--- src/rtl/beacon_pkg.sv ---
// Shared types and reset constants for the beacon PWM controller.
package beacon_pkg;

    localparam int unsigned PERIOD_W = 16;
    localparam int unsigned BURST_W  = 8;

    localparam logic [PERIOD_W-1:0] RST_PERIOD = 16'd100;
    localparam logic [PERIOD_W-1:0] RST_B1     = 16'd34;
    localparam logic [PERIOD_W-1:0] RST_B2     = 16'd67;

    typedef enum logic [1:0] {IDLE, RUN_ON, RUN_OFF, DRAIN} state_e;

    typedef struct packed {
        logic [PERIOD_W-1:0] period;
        logic [PERIOD_W-1:0] b1;
        logic [PERIOD_W-1:0] b2;
        logic [BURST_W-1:0]  bon;
        logic [BURST_W-1:0]  boff;
    } cfg_t;

    // B1==B2 or B2==P only empty a phase; anything else out of order is rejected.
    function automatic logic cfg_ok(cfg_t c);
        return (c.period != '0) && (c.b1 <= c.b2) && (c.b2 <= c.period);
    endfunction

endpackage

--- src/rtl/beacon_pwm_ctrl_if.sv ---
// Config handshake bus between the beacon host and the PWM controller.
interface beacon_pwm_ctrl_if;
    import beacon_pkg::*;

    logic                cfg_valid;
    logic                cfg_ready;
    logic [PERIOD_W-1:0] cfg_period;
    logic [PERIOD_W-1:0] cfg_b1;
    logic [PERIOD_W-1:0] cfg_b2;
    logic [BURST_W-1:0]  cfg_bon;
    logic [BURST_W-1:0]  cfg_boff;
    logic                cfg_err;

    modport master (
        output cfg_valid, cfg_period, cfg_b1, cfg_b2, cfg_bon, cfg_boff,
        input  cfg_ready, cfg_err
    );

    modport slave (
        input  cfg_valid, cfg_period, cfg_b1, cfg_b2, cfg_bon, cfg_boff,
        output cfg_ready, cfg_err
    );

endinterface

--- src/rtl/beacon_phase_counter.sv ---
// Rotation counter with last-count flag and three-way phase boundary decode.
module beacon_phase_counter
    import beacon_pkg::*;
(
    input  logic                clk,
    input  logic                rst_n,
    input  logic                run,
    input  logic [PERIOD_W-1:0] period,
    input  logic [PERIOD_W-1:0] b1,
    input  logic [PERIOD_W-1:0] b2,
    output logic                at_last,
    output logic                ph1,
    output logic                ph2,
    output logic                ph3
);

    logic [PERIOD_W-1:0] count_q;

    // Anything other than an in-period advance parks the count at 0.
    always_ff @(posedge clk or negedge rst_n) begin
        if (!rst_n) begin
            count_q <= '0;
        end else if (run && !at_last) begin
            count_q <= count_q + 1'b1;
        end else begin
            count_q <= '0;
        end
    end

    assign at_last = (count_q == period - 1'b1);
    assign ph1     = (count_q < b1);
    assign ph2     = (count_q >= b1) && (count_q < b2);
    assign ph3     = (count_q >= b2) && (count_q < period);

endmodule

--- src/rtl/beacon_pwm_ctrl.sv ---
// 3-phase beacon PWM sequencer: run/drain FSM, burst gating, boundary-safe config.
module beacon_pwm_ctrl
    import beacon_pkg::*;
#(
    parameter logic [PERIOD_W-1:0] DEF_PERIOD = RST_PERIOD,
    parameter logic [PERIOD_W-1:0] DEF_B1     = RST_B1,
    parameter logic [PERIOD_W-1:0] DEF_B2     = RST_B2
) (
    input  logic              clk,
    input  logic              rst_n,
    input  logic              en,
    beacon_pwm_ctrl_if.slave  cfg_bus,
    output logic              pwm1,
    output logic              pwm2,
    output logic              pwm3,
    output logic              period_tick,
    output logic              busy
);

    localparam cfg_t DefCfg = '{period: DEF_PERIOD, b1: DEF_B1, b2: DEF_B2,
                                bon: '0, boff: '0};

    state_e             state_q;
    cfg_t               act_q, pend_q, offer;
    logic               pend_v_q, err_q;
    logic [BURST_W-1:0] burst_q;
    logic [BURST_W:0]   burst_next;
    logic               running, at_last, wrap, apply, accept, to_idle, run, drive;
    logic               on_done, off_done, ph1, ph2, ph3;

    assign offer = '{period: cfg_bus.cfg_period, b1: cfg_bus.cfg_b1, b2: cfg_bus.cfg_b2,
                     bon: cfg_bus.cfg_bon, boff: cfg_bus.cfg_boff};

    assign running    = (state_q != IDLE);
    assign wrap       = running && at_last;
    assign accept     = cfg_bus.cfg_valid && !pend_v_q;
    assign apply      = pend_v_q && (wrap || state_q == IDLE);
    assign burst_next = {1'b0, burst_q} + 1'b1;
    assign on_done    = (burst_next >= {1'b0, act_q.bon});
    assign off_done   = (burst_next >= {1'b0, act_q.boff});

    // Off-burst stops at once; driving states stop only once the period ends.
    assign to_idle = !en && ((state_q == RUN_OFF) ||
                             ((state_q == RUN_ON || state_q == DRAIN) && wrap));
    assign run     = running && !to_idle;

    beacon_phase_counter u_counter (
        .clk     (clk),
        .rst_n   (rst_n),
        .run     (run),
        .period  (act_q.period),
        .b1      (act_q.b1),
        .b2      (act_q.b2),
        .at_last (at_last),
        .ph1     (ph1),
        .ph2     (ph2),
        .ph3     (ph3)
    );

    always_ff @(posedge clk or negedge rst_n) begin
        if (!rst_n) begin
            state_q  <= IDLE;
            act_q    <= DefCfg;
            pend_q   <= '0;
            pend_v_q <= 1'b0;
            err_q    <= 1'b0;
            burst_q  <= '0;
        end else begin
            err_q <= accept && !cfg_ok(offer);
            if (accept && cfg_ok(offer)) begin
                pend_q   <= offer;
                pend_v_q <= 1'b1;
            end
            if (apply) begin
                act_q    <= pend_q;
                pend_v_q <= 1'b0;
            end
            if (wrap) burst_q <= burst_next[BURST_W-1:0];

            unique case (state_q)
                IDLE: begin
                    if (en) begin
                        state_q <= RUN_ON;
                        burst_q <= '0;
                    end
                end
                RUN_ON: begin
                    if (to_idle) begin
                        state_q <= IDLE;
                    end else if (!en) begin
                        state_q <= DRAIN;
                    end else if (wrap && !apply && act_q.bon != '0 && act_q.boff != '0
                                 && on_done) begin
                        state_q <= RUN_OFF;
                        burst_q <= '0;
                    end
                end
                RUN_OFF: begin
                    // A freshly applied config always restarts with an on-burst.
                    if (to_idle) begin
                        state_q <= IDLE;
                    end else if (wrap && (apply || off_done)) begin
                        state_q <= RUN_ON;
                        burst_q <= '0;
                    end
                end
                DRAIN: begin
                    if (to_idle) begin
                        state_q <= IDLE;
                    end else if (en) begin
                        state_q <= RUN_ON;
                        burst_q <= '0;
                    end
                end
                default: state_q <= IDLE;
            endcase

            if (apply) burst_q <= '0;
        end
    end

    assign drive             = (state_q == RUN_ON) || (state_q == DRAIN);
    assign pwm1              = drive && ph1;
    assign pwm2              = drive && ph2;
    assign pwm3              = drive && ph3;
    assign period_tick       = wrap;
    assign busy              = running;
    assign cfg_bus.cfg_ready = !pend_v_q;
    assign cfg_bus.cfg_err   = err_q;

endmodule

--- src/flat_wrapper.sv ---
// flat-port wrapper written by rule: the top's interface ports become plain ports
module beacon_pwm_ctrl_flat import beacon_pkg::*;
#(
    parameter logic [PERIOD_W-1:0] DEF_PERIOD = RST_PERIOD,
    parameter logic [PERIOD_W-1:0] DEF_B1     = RST_B1,
    parameter logic [PERIOD_W-1:0] DEF_B2     = RST_B2
)
  (clk, rst_n, en, pwm1, pwm2, pwm3, period_tick, busy, cfg_bus_cfg_valid, cfg_bus_cfg_period, cfg_bus_cfg_b1, cfg_bus_cfg_b2, cfg_bus_cfg_bon, cfg_bus_cfg_boff, cfg_bus_cfg_ready, cfg_bus_cfg_err);
  beacon_pwm_ctrl_if cfg_bus_i ();
  input  logic clk;
  input  logic rst_n;
  input  logic en;
  output logic pwm1;
  output logic pwm2;
  output logic pwm3;
  output logic period_tick;
  output logic busy;
  input wire logic [$bits(cfg_bus_i.cfg_valid)-1:0] cfg_bus_cfg_valid;
  input wire logic [$bits(cfg_bus_i.cfg_period)-1:0] cfg_bus_cfg_period;
  input wire logic [$bits(cfg_bus_i.cfg_b1)-1:0] cfg_bus_cfg_b1;
  input wire logic [$bits(cfg_bus_i.cfg_b2)-1:0] cfg_bus_cfg_b2;
  input wire logic [$bits(cfg_bus_i.cfg_bon)-1:0] cfg_bus_cfg_bon;
  input wire logic [$bits(cfg_bus_i.cfg_boff)-1:0] cfg_bus_cfg_boff;
  output wire logic [$bits(cfg_bus_i.cfg_ready)-1:0] cfg_bus_cfg_ready;
  output wire logic [$bits(cfg_bus_i.cfg_err)-1:0] cfg_bus_cfg_err;
  assign cfg_bus_i.cfg_valid = cfg_bus_cfg_valid;
  assign cfg_bus_i.cfg_period = cfg_bus_cfg_period;
  assign cfg_bus_i.cfg_b1 = cfg_bus_cfg_b1;
  assign cfg_bus_i.cfg_b2 = cfg_bus_cfg_b2;
  assign cfg_bus_i.cfg_bon = cfg_bus_cfg_bon;
  assign cfg_bus_i.cfg_boff = cfg_bus_cfg_boff;
  assign cfg_bus_cfg_ready = cfg_bus_i.cfg_ready;
  assign cfg_bus_cfg_err = cfg_bus_i.cfg_err;
  beacon_pwm_ctrl #(.DEF_PERIOD(DEF_PERIOD), .DEF_B1(DEF_B1), .DEF_B2(DEF_B2)) u_core (.clk(clk), .rst_n(rst_n), .en(en), .cfg_bus(cfg_bus_i), .pwm1(pwm1), .pwm2(pwm2), .pwm3(pwm3), .period_tick(period_tick), .busy(busy));
endmodule
--- config.mk ---
export PLATFORM = sky130hd
export DESIGN_NAME = beacon_pwm_ctrl_flat
export DESIGN_NICKNAME = d
export VERILOG_FILES = /design/src/rtl/beacon_pkg.sv /design/src/rtl/beacon_pwm_ctrl_if.sv /design/src/rtl/beacon_phase_counter.sv /design/src/rtl/beacon_pwm_ctrl.sv /design/src/flat_wrapper.sv
export SDC_FILE = /design/constraint.sdc
export NUM_CORES = 1
export LEC_CHECK = 0
export ABC_CLOCK_PERIOD_IN_PS = 5700
export CAP_MARGIN = 0
export CORE_MARGIN = 1.5
export CORE_UTILIZATION = 63
export DETAILED_ROUTE_END_ITERATION = 6
export MAX_ROUTING_LAYER = met4
export PLACE_DENSITY_LB_ADDON = 0.15
export SLEW_MARGIN = 30
export SYNTH_ARGS = -nofsm -noshare
export SYNTH_HDL_FRONTEND = slang
export SYNTH_HIERARCHICAL = 1
export SYNTH_SLANG_ARGS = --single-unit
--- constraint.sdc ---
create_clock -name clk -period 5.7 [get_ports clk]
set_input_delay 0.57 -clock clk [delete_from_list [all_inputs] [get_ports clk]]
set_output_delay 0.57 -clock clk [all_outputs]
set_load 0.03 [all_outputs]
# Yosys cells after proc, flatten, opt, wreduce, memory -nomap -nowiden
# Index checks and enable logic that the tools add are counted.
# op_classes
add_sub_neg	3
n_lt_le_gt_ge	9
n_eq_ne	6
n_mux	21
n_reduce_logical	38
# op_table
op	count
$mux 8	9
$lt 16x16->1	3
$ge 16x16->1	2
$le 16x16->1	2
$pmux 8 s4	1
$logic_and 1x1->1	21
$ge 9x8->1	2
$add 16x1->16 const B	1
$eq 16x16->1	1
$mux 16	1
$reduce_bool 16->1	1
$reduce_bool 8->1	2
$sub 16x1->16 const B	1
$mux 2	7
$add 8x1->9 const B	1
$pmux 2 s4	1
$logic_not 1->1	6
$eq 2x2->1 const B	2
$logic_or 1x1->1	4
$ne 4x3->1 const B	1
$reduce_bool 2->1	2
$ne 3x2->1 const B	1
$eq 2x1->1 const B	1
$logic_not 2->1	1
other kinds (2)	3
# word_totals
regBits	156
input_bits	68
output_inout_bits	7
elab_cells	92

# Depth between registers and ports, before layout
# Gate-level depths: netlist (run 1).
# depth
word_depth	15
depth_mapped	15
depth_no_buf	14

# Cells and area by module
# Netlist (run 1), hierarchy kept.
# by_module_without_submodules
mod	instances	cells_each	area_per_inst_um2	seq_area_each_um2
beacon_pwm_ctrl	1	541	6807.8	3513.4
beacon_phase_counter	1	322	2503.7	400.4

# Worst setup path before layout (run 1)
# OpenSTA, ideal clock, no wires.
# synth_timing
path_type	register to register
startpoint	register u_core/act_q[49] in the netlist's numbering
endpoint	register u_core.burst_q[0]
setup_ps	138
arrival_ps	3149
t_required_ps	5562
setup_slack_ps	2413
path_stages_with_launch	15
path_buffers	1
synth_period_minus_slack_ps	3287
cell_sequence	dfrtp_1 inv_1 ha_1 nor2b_1 buf_2 nand3_2 or4_1 a22oi_1 nand4_1 nor2_1 o21ai_1 a211oi_1 o311ai_0 o21ai_1 a21oi_1
# synth_via
elab_chain_cells	15
# synth_rtl
element	line	source
start, declared	beacon_pwm_ctrl.sv:24	cfg_t act_q, pend_q, offer;
start signal, assigned	beacon_pwm_ctrl.sv:63	act_q <= DefCfg;
start signal, assigned	beacon_pwm_ctrl.sv:75	act_q <= pend_q;
$sub 16x1->16 (*)	beacon_phase_counter.sv:30	assign at_last = (count_q == period - 1'b1);
$eq 16x16->1 (*)	beacon_phase_counter.sv:30	
named net u_core.at_last	beacon_pwm_ctrl.sv:28	logic running, at_last, wrap, apply, accept, to_idle, run, drive;
$logic_and 1x1->1 (*)	beacon_pwm_ctrl.sv:35	assign wrap = running && at_last;
$logic_or 1x1->1	beacon_pwm_ctrl.sv:37	assign apply = pend_v_q && (wrap || state_q == IDLE);
$logic_and 1x1->1	beacon_pwm_ctrl.sv:37	
$logic_not 1->1	beacon_pwm_ctrl.sv:92	end else if (wrap && !apply && act_q.bon != '0 && act_q.boff != '0
$logic_and 1x1->1 (3 in a row)	beacon_pwm_ctrl.sv:92	
$logic_and 1x1->1	beacon_pwm_ctrl.sv:93	&& on_done) begin
$mux 8	beacon_pwm_ctrl.sv:92	
$mux 8	beacon_pwm_ctrl.sv:90	end else if (!en) begin
$mux 8	beacon_pwm_ctrl.sv:88	if (to_idle) begin
$pmux 8 s4	beacon_pwm_ctrl.sv:80	unique case (state_q)
$mux 8 (*)	beacon_pwm_ctrl.sv:118	if (apply) burst_q <= '0;
end signal, assigned	beacon_pwm_ctrl.sv:78	if (wrap) burst_q <= burst_next[BURST_W-1:0];
end, declared	beacon_pwm_ctrl.sv:26	logic [BURST_W-1:0] burst_q;
# The timed path passes the listed nets; every way through them passes the cells marked *.
# A chain may end at the register's enable or synchronous reset.

# Worst setup path in the final report (run 1)
# layout_timing
startpoint	register u_core/act_q[48] in the netlist's numbering
endpoint	output port period_tick
# layout_via
elab_chain_cells	3
# layout_rtl
element	line	source
$sub 16x1->16	beacon_phase_counter.sv:30	
$eq 16x16->1	beacon_phase_counter.sv:30	
named net u_core.at_last	beacon_pwm_ctrl.sv:28	
$logic_and 1x1->1	beacon_pwm_ctrl.sv:35	
end, declared	flat_wrapper.sv:16	output logic period_tick;
# The timed path passes the listed nets, and every way through them passes these cells.

==> results of run 1 <==
worst reg2reg max path, cell delays in order, from the launching register on:
cell                       delay, ps
sky130_fd_sc_hd__dfrtp_1         440
sky130_fd_sc_hd__inv_1            90
sky130_fd_sc_hd__ha_1            180
sky130_fd_sc_hd__nor2b_1         520
sky130_fd_sc_hd__nand3_2         210
sky130_fd_sc_hd__or4_1           510
sky130_fd_sc_hd__a22oi_1         190
sky130_fd_sc_hd__nand4_1         190
sky130_fd_sc_hd__nor2_1          480
sky130_fd_sc_hd__o21ai_1         410
sky130_fd_sc_hd__a211oi_1        260
sky130_fd_sc_hd__o311ai_0        190
sky130_fd_sc_hd__o21ai_1         510
sky130_fd_sc_hd__a21oi_1         150
sequential cells by signal, indices dropped and copies added, names as in the netlist:
signal,cells
u_core/act_q,64
u_core/burst_q,8
u_core/cfg_bus.cfg_err,1
u_core/pend_q,64
u_core/pend_v_q,1
u_core/state_q,2
u_core/u_counter/count_q,16
cell families (layout without fill, tap and decap cells):
kind of cell	count (synthesis)	in the layout	share of synthesized area, %
flip-flops	156	156	42.0
AND/OR/NAND/NOR	185	185	10.3
AO/OA/AOI/OAI	121	121	8.65
adder cells (fa/ha/maj)	99	99	13.3
buffers and inverters	127	213	5.79
XOR/XNOR	44	44	4.14
multiplexers	131	131	15.8
worst paths after layout:
path | startpoint | end | slack (ps) | cells after the start
min reg2reg | u_core/pend_q[8]$_DFFE_PN0P_ | u_core/pend_q[8]$_DFFE_PN0P_ | 490 | 1
max in group asynchronous | rst_n | u_core/act_q[48]$_DFFE_PN0P_ | 4240 | 2
min | rst_n | u_core/u_counter/count_q[14]$_DFF_PN0_ | 220 | 1
max reg2reg | u_core/act_q[48]$_DFFE_PN0P_ | u_core/burst_q[1]$_DFF_PN0_ | 1250 | 13
min in group clk | u_core/pend_q[8]$_DFFE_PN0P_ | u_core/pend_q[8]$_DFFE_PN0P_ | 490 | 1
max | u_core/act_q[48]$_DFFE_PN0P_ | period_tick | 590 | 11
cell usage in the layout, fill, tap and decap left out, types with 5 or more instances in the layout:
cell type	count
sky130_fd_sc_hd__dfrtp_1	148
sky130_fd_sc_hd__mux2_2	124
sky130_fd_sc_hd__inv_1	103
sky130_fd_sc_hd__ha_1	99
sky130_fd_sc_hd__clkdlybuf4s50_1	73
sky130_fd_sc_hd__nor2_1	50
sky130_fd_sc_hd__nand2_1	36
sky130_fd_sc_hd__a21oi_1	31
sky130_fd_sc_hd__o21ai_0	26
sky130_fd_sc_hd__nand4_1	25
sky130_fd_sc_hd__xnor2_1	23
sky130_fd_sc_hd__xor2_1	21
sky130_fd_sc_hd__clkbuf_16	17
sky130_fd_sc_hd__nor4_1	13
sky130_fd_sc_hd__nand3_1	12
sky130_fd_sc_hd__a21o_1	11
sky130_fd_sc_hd__a211oi_1	11
sky130_fd_sc_hd__nor2b_1	10
sky130_fd_sc_hd__nand2b_1	9
sky130_fd_sc_hd__nor3_1	8
sky130_fd_sc_hd__dfstp_2	8
sky130_fd_sc_hd__o211ai_1	7
sky130_fd_sc_hd__o21a_1	7
sky130_fd_sc_hd__inv_6	5
final cells by class:
type	instances	area (um2)	area share (%)
tap	184	230	2.15
timing repair buffer	78	774	7.23
multi-input combinational	580	4870	45.4
sequential	156	3910	36.5
clock buffer	19	433	4.04
inverter	103	387	3.61
clock inverter	13	109	1.02
report_power, final:
group / total [mW] / internal (mW) / switching [mW]
Combinational: 1.75 / 0.913 / 0.835
Sequential: 2.02 / 1.62 / 0.402
Clock: 1.05 / 0.567 / 0.483
Total: 4.82 / 3.10 / 1.72
routing by layer:
layer,wire length [um],part of all wire (%),vias to the layer above
met4,565,2.5,0
met2,10400,47,236
met3,1430,6.4,48
met1,9800,44,3351
met5,0,0,-
li1,-,-,3175
==> impl_metrics.py, run 1 <==
metrics = {
    "outcome": {
        "run_status": "finished clean",
    },
    "floorplan": {
        "num_rows": 44,
        "vertical_die_dimension_um": 125,
        "chipWidth_um": 125,
        "ios": 75,
        "starting_utilization_of_the_core_area_pct": 64.3,
        "fp.dieArea_um2": 15500,
        "core_region_area_um2": 14500,
    },
    "run": {
        "maxcap_violations": 0,
    },
    "logic_synthesis": {
        "synthTopCellsByCount": "sky130_fd_sc_hd__dfrtp_1 (148), sky130_fd_sc_hd__mux2_2 (124), sky130_fd_sc_hd__inv_1 (103)",
        "most_frequent_cell_after_synthesis": "sky130_fd_sc_hd__dfrtp_1",
        "synthesis.instances": 863,
        "postSynth.topFlopCell": "sky130_fd_sc_hd__dfrtp_1",
        "post-synth-top-area-fraction_pct": 39.8,
        "seq_area_frac_synth_pct": 42.0,
        "async_flop_share_pct": 100,
        "yosysWarningCount": 6,
        "ys_top_cells_by_area": "sky130_fd_sc_hd__dfrtp_1 (40%), sky130_fd_sc_hd__mux2_2 (15%), sky130_fd_sc_hd__ha_1 (13%)",
        "yosys_register_bits": 156,
        "syn_area_cell_um2": 10.8,
        "synthesis.nets": 1030,
        "synth.distinct_cells": 56,
        "synth_enable_flop_cells": 0,
        "synth.largest_area_cell": "sky130_fd_sc_hd__dfrtp_1",
        "synth.cell_area_um2": 9310,
    },
    "timing": {
        "worst-slew-pin-transition_ps": 964,
        "fin_worst_hold_slack_ps": 217,
        "hold_viol": 0,
        "slew_headroom_pct": 35.8,
        "post-route-period-util_pct": 89.7,
        "rsz0062_at_grt": "false",
        "drv_slew": 0,
        "clock.fmax_mhz": 196,
        "layout_min_cycle_time_ps": 5110,
        "setup_viol": 0,
        "setup-tns-final_ps": 0,
        "final.setup_skew_ps": 7.60,
        "worst_slack_ps": 586,
    },
    "power": {
        "power_per_cell_area_nw_per_um2": 450,
        "leakage_nw": 5.03,
        "finalPower_mw": 4.82,
        "power.ir.vdd_worst_mv": 0.286,
    },
    "cts": {
        "clkSlewWorstSetupHoldPaths_ps": 60,
        "cts_buffers": 17,
        "post-cts-setup-buffers": 0,
        "clock-sinks": 156,
        "clockBufferDepth": 2,
        "cts_tree": "yes",
        "cts_hold_buf": 0,
        "clkLatencyLatePin_ps": 430,
        "cts.repair.resized": 0,
        "clock_tree.htree_level_count": 4,
        "ctsRootBufferMaster": "sky130_fd_sc_hd__clkbuf_16",
    },
    "route": {
        "drt-total-wl_mm": 22.2,
        "num_vias": 6810,
        "drt_pre_antenna_iters": 5,
        "detail_route.wl_per_cell_um": 19.6,
        "route.antenna.remaining_nets": 0,
        "vias_per_cell": 6.01,
        "post_detailed_route_drc_marker_count": 0,
        "iteration_0_drc_count_of_the_detailed_router": 467,
    },
    "critical_path": {
        "critical_path_peak_fanout": 9,
        "data_required_time_of_the_critical_path_ps": 5130,
        "timing.critical_path.slowest_stage_cell": "sky130_fd_sc_hd__clkdlybuf4s50_1",
        "worstSetupPathType": "flop to output pin",
        "cp_cell_sequence": "inv_1, ha_1, nor2b_1, nand3_2, or4_1, a22oi_1, nand4_1, nor2_1, o21ai_1, inv_1, clkdlybuf4s50_1",
        "top_cell_family_by_delay_on_the_critical_path": "simple AND/OR/NAND/NOR gates",
        "crit_buf_inv": 3,
        "critical_path.most_common_cell": "sky130_fd_sc_hd__inv_1",
        "worst_path_largest_cell_delay_ps": 690,
        "end_kind": "output pin",
        "worst-endpoint-arrival_ps": 4540,
        "startpoint_kind_of_the_worst_setup_timing_path": "flop",
    },
    "placement": {
        "buffer_ports.inserted": 74,
        "numPlacedInstances": 1101,
        "pre_cts_slack_ps": 1050,
        "detailed_place_hpwl_mm": 16.6,
        "place_area_um2": 10200,
        "globalplace.congestion": 0.974,
    },
    "grt": {
        "grt_use_met1_pct": 39.9,
        "globalRouteTotalUtil_pct": 30.4,
        "grt.busiest_layer": "met2",
        "global_route_wire_length_before_repair_mm": 35.9,
        "globalRouteOverflowTotal": 0,
        "largest_net_degree_at_the_start_of_global_routing": 98,
        "global_route.usage.met3_pct": 6.53,
        "globalRouteMet2Util_pct": 47.4,
        "grt_antenna_before_repair": 0,
        "first_global_vias": 7092,
    },
    "final_layout": {
        "num-nets-final": 1103,
        "post_route_cells_drive_above_1_share_pct": 18.9,
        "n_fill_cell": 1033,
        "layout.core_utilization_pct": 74.0,
        "count_of_antenna_diodes_in_the_layout": 0,
        "finish.cell_count_without_fillers": 1133,
        "area_growth_syn_to_layout_pct": 15.1,
        "finish.instance_area_um2": 10700,
    },
    "hold_path": {
        "min_path_type": "input pin to async pin",
    },
}
(Power assumes the default switching activity.)
==> run 2: changes to the inputs <==
--- a/config.mk
+++ b/config.mk
@@ -7,7 +7,6 @@
 export LEC_CHECK = 0
 export ABC_CLOCK_PERIOD_IN_PS = 5700
 export CAP_MARGIN = 0
-export CORE_MARGIN = 1.5
 export CORE_UTILIZATION = 63
 export DETAILED_ROUTE_END_ITERATION = 6
 export MAX_ROUTING_LAYER = met4
==> run 2 against run 1 <==
Net effect:
- worst hold slack lost 4.7 ps
- combinational power is essentially flat
- total power grew 2.8%
- clock skew is essentially flat
- global-route usage grew 2.4 points
- sequential share of layout area shrank 0.31 points
==> impl_metrics.py, run 2 (synthesis results as in run 1) <==
metrics = {
    "outcome": {
        "run_status": "finished clean",
    },
    "floorplan": {
        "core_region_area_um2": 14500,
        "ios": 75,
        "fp.dieArea_um2": 15300,
        "starting_utilization_of_the_core_area_pct": 64.3,
        "chipWidth_um": 124,
        "vertical_die_dimension_um": 124,
        "num_rows": 44,
    },
    "timing": {
        "final.setup_skew_ps": 7.94,
        "hold_viol": 0,
        "drv_slew": 0,
        "layout_min_cycle_time_ps": 5140,
        "setup_viol": 0,
        "rsz0062_at_grt": "false",
        "fin_worst_hold_slack_ps": 212,
        "clock.fmax_mhz": 194,
        "post-route-period-util_pct": 90.2,
        "slew_headroom_pct": 45.1,
        "setup-tns-final_ps": 0,
        "worst-slew-pin-transition_ps": 823,
    },
    "power": {
        "switching_share_pct": 35.2,
        "power_frac_clock_pct": 23.5,
        "leakage_nw": 5.07,
        "power_per_cell_area_nw_per_um2": 458,
        "combinationalPowerShare_pct": 35.6,
        "internal_power_mw": 3.21,
        "power.ir.vdd_worst_mv": 0.318,
        "power_frac_seq_pct": 40.9,
        "netSwitchingPower_mw": 1.75,
    },
    "final_layout": {
        "layout.core_utilization_pct": 74.6,
        "finish.cell_count_without_fillers": 1135,
        "largest_registers": "u_core/act_q: 64 flops, u_core/pend_q: 64 flops, u_core/u_counter/count_q: 16 flops",
        "num-nets-final": 1104,
        "mostFrequentLayoutCells": "sky130_fd_sc_hd__dfrtp_1 (148), sky130_fd_sc_hd__mux2_2 (124), sky130_fd_sc_hd__inv_1 (103)",
        "area_growth_syn_to_layout_pct": 16.1,
        "finish.instance_area_um2": 10800,
        "layout_commonest_cell": "sky130_fd_sc_hd__dfrtp_1",
        "post_route_cells_drive_above_1_share_pct": 19.1,
    },
    "cts": {
        "clock-sinks": 156,
        "post-cts-setup-buffers": 0,
        "cts_tree": "yes",
        "cts_hold_buf": 0,
        "clockBufferDepth": 2,
        "clkLatencyLatePin_ps": 430,
        "cts_buffers": 17,
        "ctsRootBufferMaster": "sky130_fd_sc_hd__clkbuf_16",
        "clock_tree.htree_level_count": 4,
        "clkSlewWorstSetupHoldPaths_ps": 60,
        "cts.repair.resized": 0,
    },
    "route": {
        "drt_pre_antenna_iters": 5,
        "route.antenna.remaining_nets": 0,
        "post_detailed_route_drc_marker_count": 0,
        "vias_per_cell": 6.04,
        "iteration_0_drc_count_of_the_detailed_router": 600,
        "detail_route.wl_per_cell_um": 20.0,
        "drt-total-wl_mm": 22.7,
        "num_vias": 6857,
    },
    "critical_path": {
        "startpoint_kind_of_the_worst_setup_timing_path": "flop",
        "critical_path_peak_fanout": 9,
        "data_required_time_of_the_critical_path_ps": 5130,
        "end_kind": "output pin",
        "worstSetupPathType": "flop to output pin",
        "worst-endpoint-arrival_ps": 4570,
    },
    "placement": {
        "buffer_ports.inserted": 74,
        "place_area_um2": 10200,
        "globalplace.congestion": 0.955,
        "detailed_place_hpwl_mm": 17.0,
        "numPlacedInstances": 1102,
    },
    "run": {
        "maxcap_violations": 0,
    },
    "grt": {
        "globalRouteTotalUtil_pct": 32.8,
        "largest_net_degree_at_the_start_of_global_routing": 103,
        "grt_antenna_before_repair": 1,
        "globalRouteOverflowTotal": 0,
        "global_route_wire_length_before_repair_mm": 35.8,
        "first_global_vias": 7052,
    },
    "hold_path": {
        "min_path_type": "input pin to async pin",
    },
}
==> run 2: cell types whose count changed in the layout (fill, tap and decap cells not counted), sizes merged <==
cell	change
bufinv	+2
clkinv	-3
diode	+1
buf	+1
inv	+2
clkbuf	-1
==> run 2: through the flow <==
step | setup WS [ps] | power, mW
finish | 556 | 4.95
CTS | 639 | 4.96
floorplan | 2410 | 3.24
global placement | 1350 | 3.62
global route | 231 | 5.27
detailed placement | 1110 | 3.77
==> run 2: per-layer routing <==
layer	track usage, %	share of wire, %
met5	-	0
met4	12.5	2.4
met3	6.04	6.2
met2	51.9	49
met1	42.2	43
==> run 2: worst max-delay path: stages, from the launching register on <==
cell and delay (ps):
sky130_fd_sc_hd__dfrtp_1 440, sky130_fd_sc_hd__inv_1 110, sky130_fd_sc_hd__ha_1 190, sky130_fd_sc_hd__nor2b_1 520, sky130_fd_sc_hd__nand3_2 190, sky130_fd_sc_hd__or4_1 510, sky130_fd_sc_hd__a22oi_1 200, sky130_fd_sc_hd__nand4_1 190
sky130_fd_sc_hd__nor2_1 460, sky130_fd_sc_hd__o21ai_1 400, sky130_fd_sc_hd__inv_1 230, sky130_fd_sc_hd__clkdlybuf4s50_1 690
==> run 2: final timing paths <==
path | from | end | slack, ps | depth (start not counted)
worst max-delay path | u_core/act_q[49]$_DFFE_PN0P_ | period_tick | 560 | 11
min in group clk | u_core/pend_q[39]$_DFFE_PN0P_ | u_core/pend_q[39]$_DFFE_PN0P_ | 500 | 1
worst max register to register | u_core/act_q[49]$_DFFE_PN0P_ | u_core/burst_q[6]$_DFF_PN0_ | 1190 | 13
worst min-delay path | rst_n | u_core/u_counter/count_q[12]$_DFF_PN0_ | 210 | 1
worst min register to register | u_core/pend_q[39]$_DFFE_PN0P_ | u_core/pend_q[39]$_DFFE_PN0P_ | 500 | 1
max in group asynchronous | rst_n | u_core/pend_q[63]$_DFFE_PN0P_ | 4200 | 2
==> run 2: power by group through the flow <==
| stage | Combinational [mW] | Clock, mW | Sequential, mW |
|---|---|---|---|
| after floorplan | 1.37 | 0 | 1.86 |
| after global placement | 1.62 | 0 | 2.00 |
| after detailed placement | 1.73 | 0 | 2.04 |
| after CTS | 1.76 | 1.18 | 2.02 |
| after global routing | 1.95 | 1.23 | 2.09 |
| final | 1.76 | 1.16 | 2.03 |
==> run 2: cell type report <==
class                      count  area, um2
inverter                     103        387
fill                        1034       3670
tap                          184        230
sequential                   156       3910
antenna                        1       2.50
clock buffer                  18        429
clock inverter                14        174
multi-input combinational    580       4870
timing repair buffer          79        802
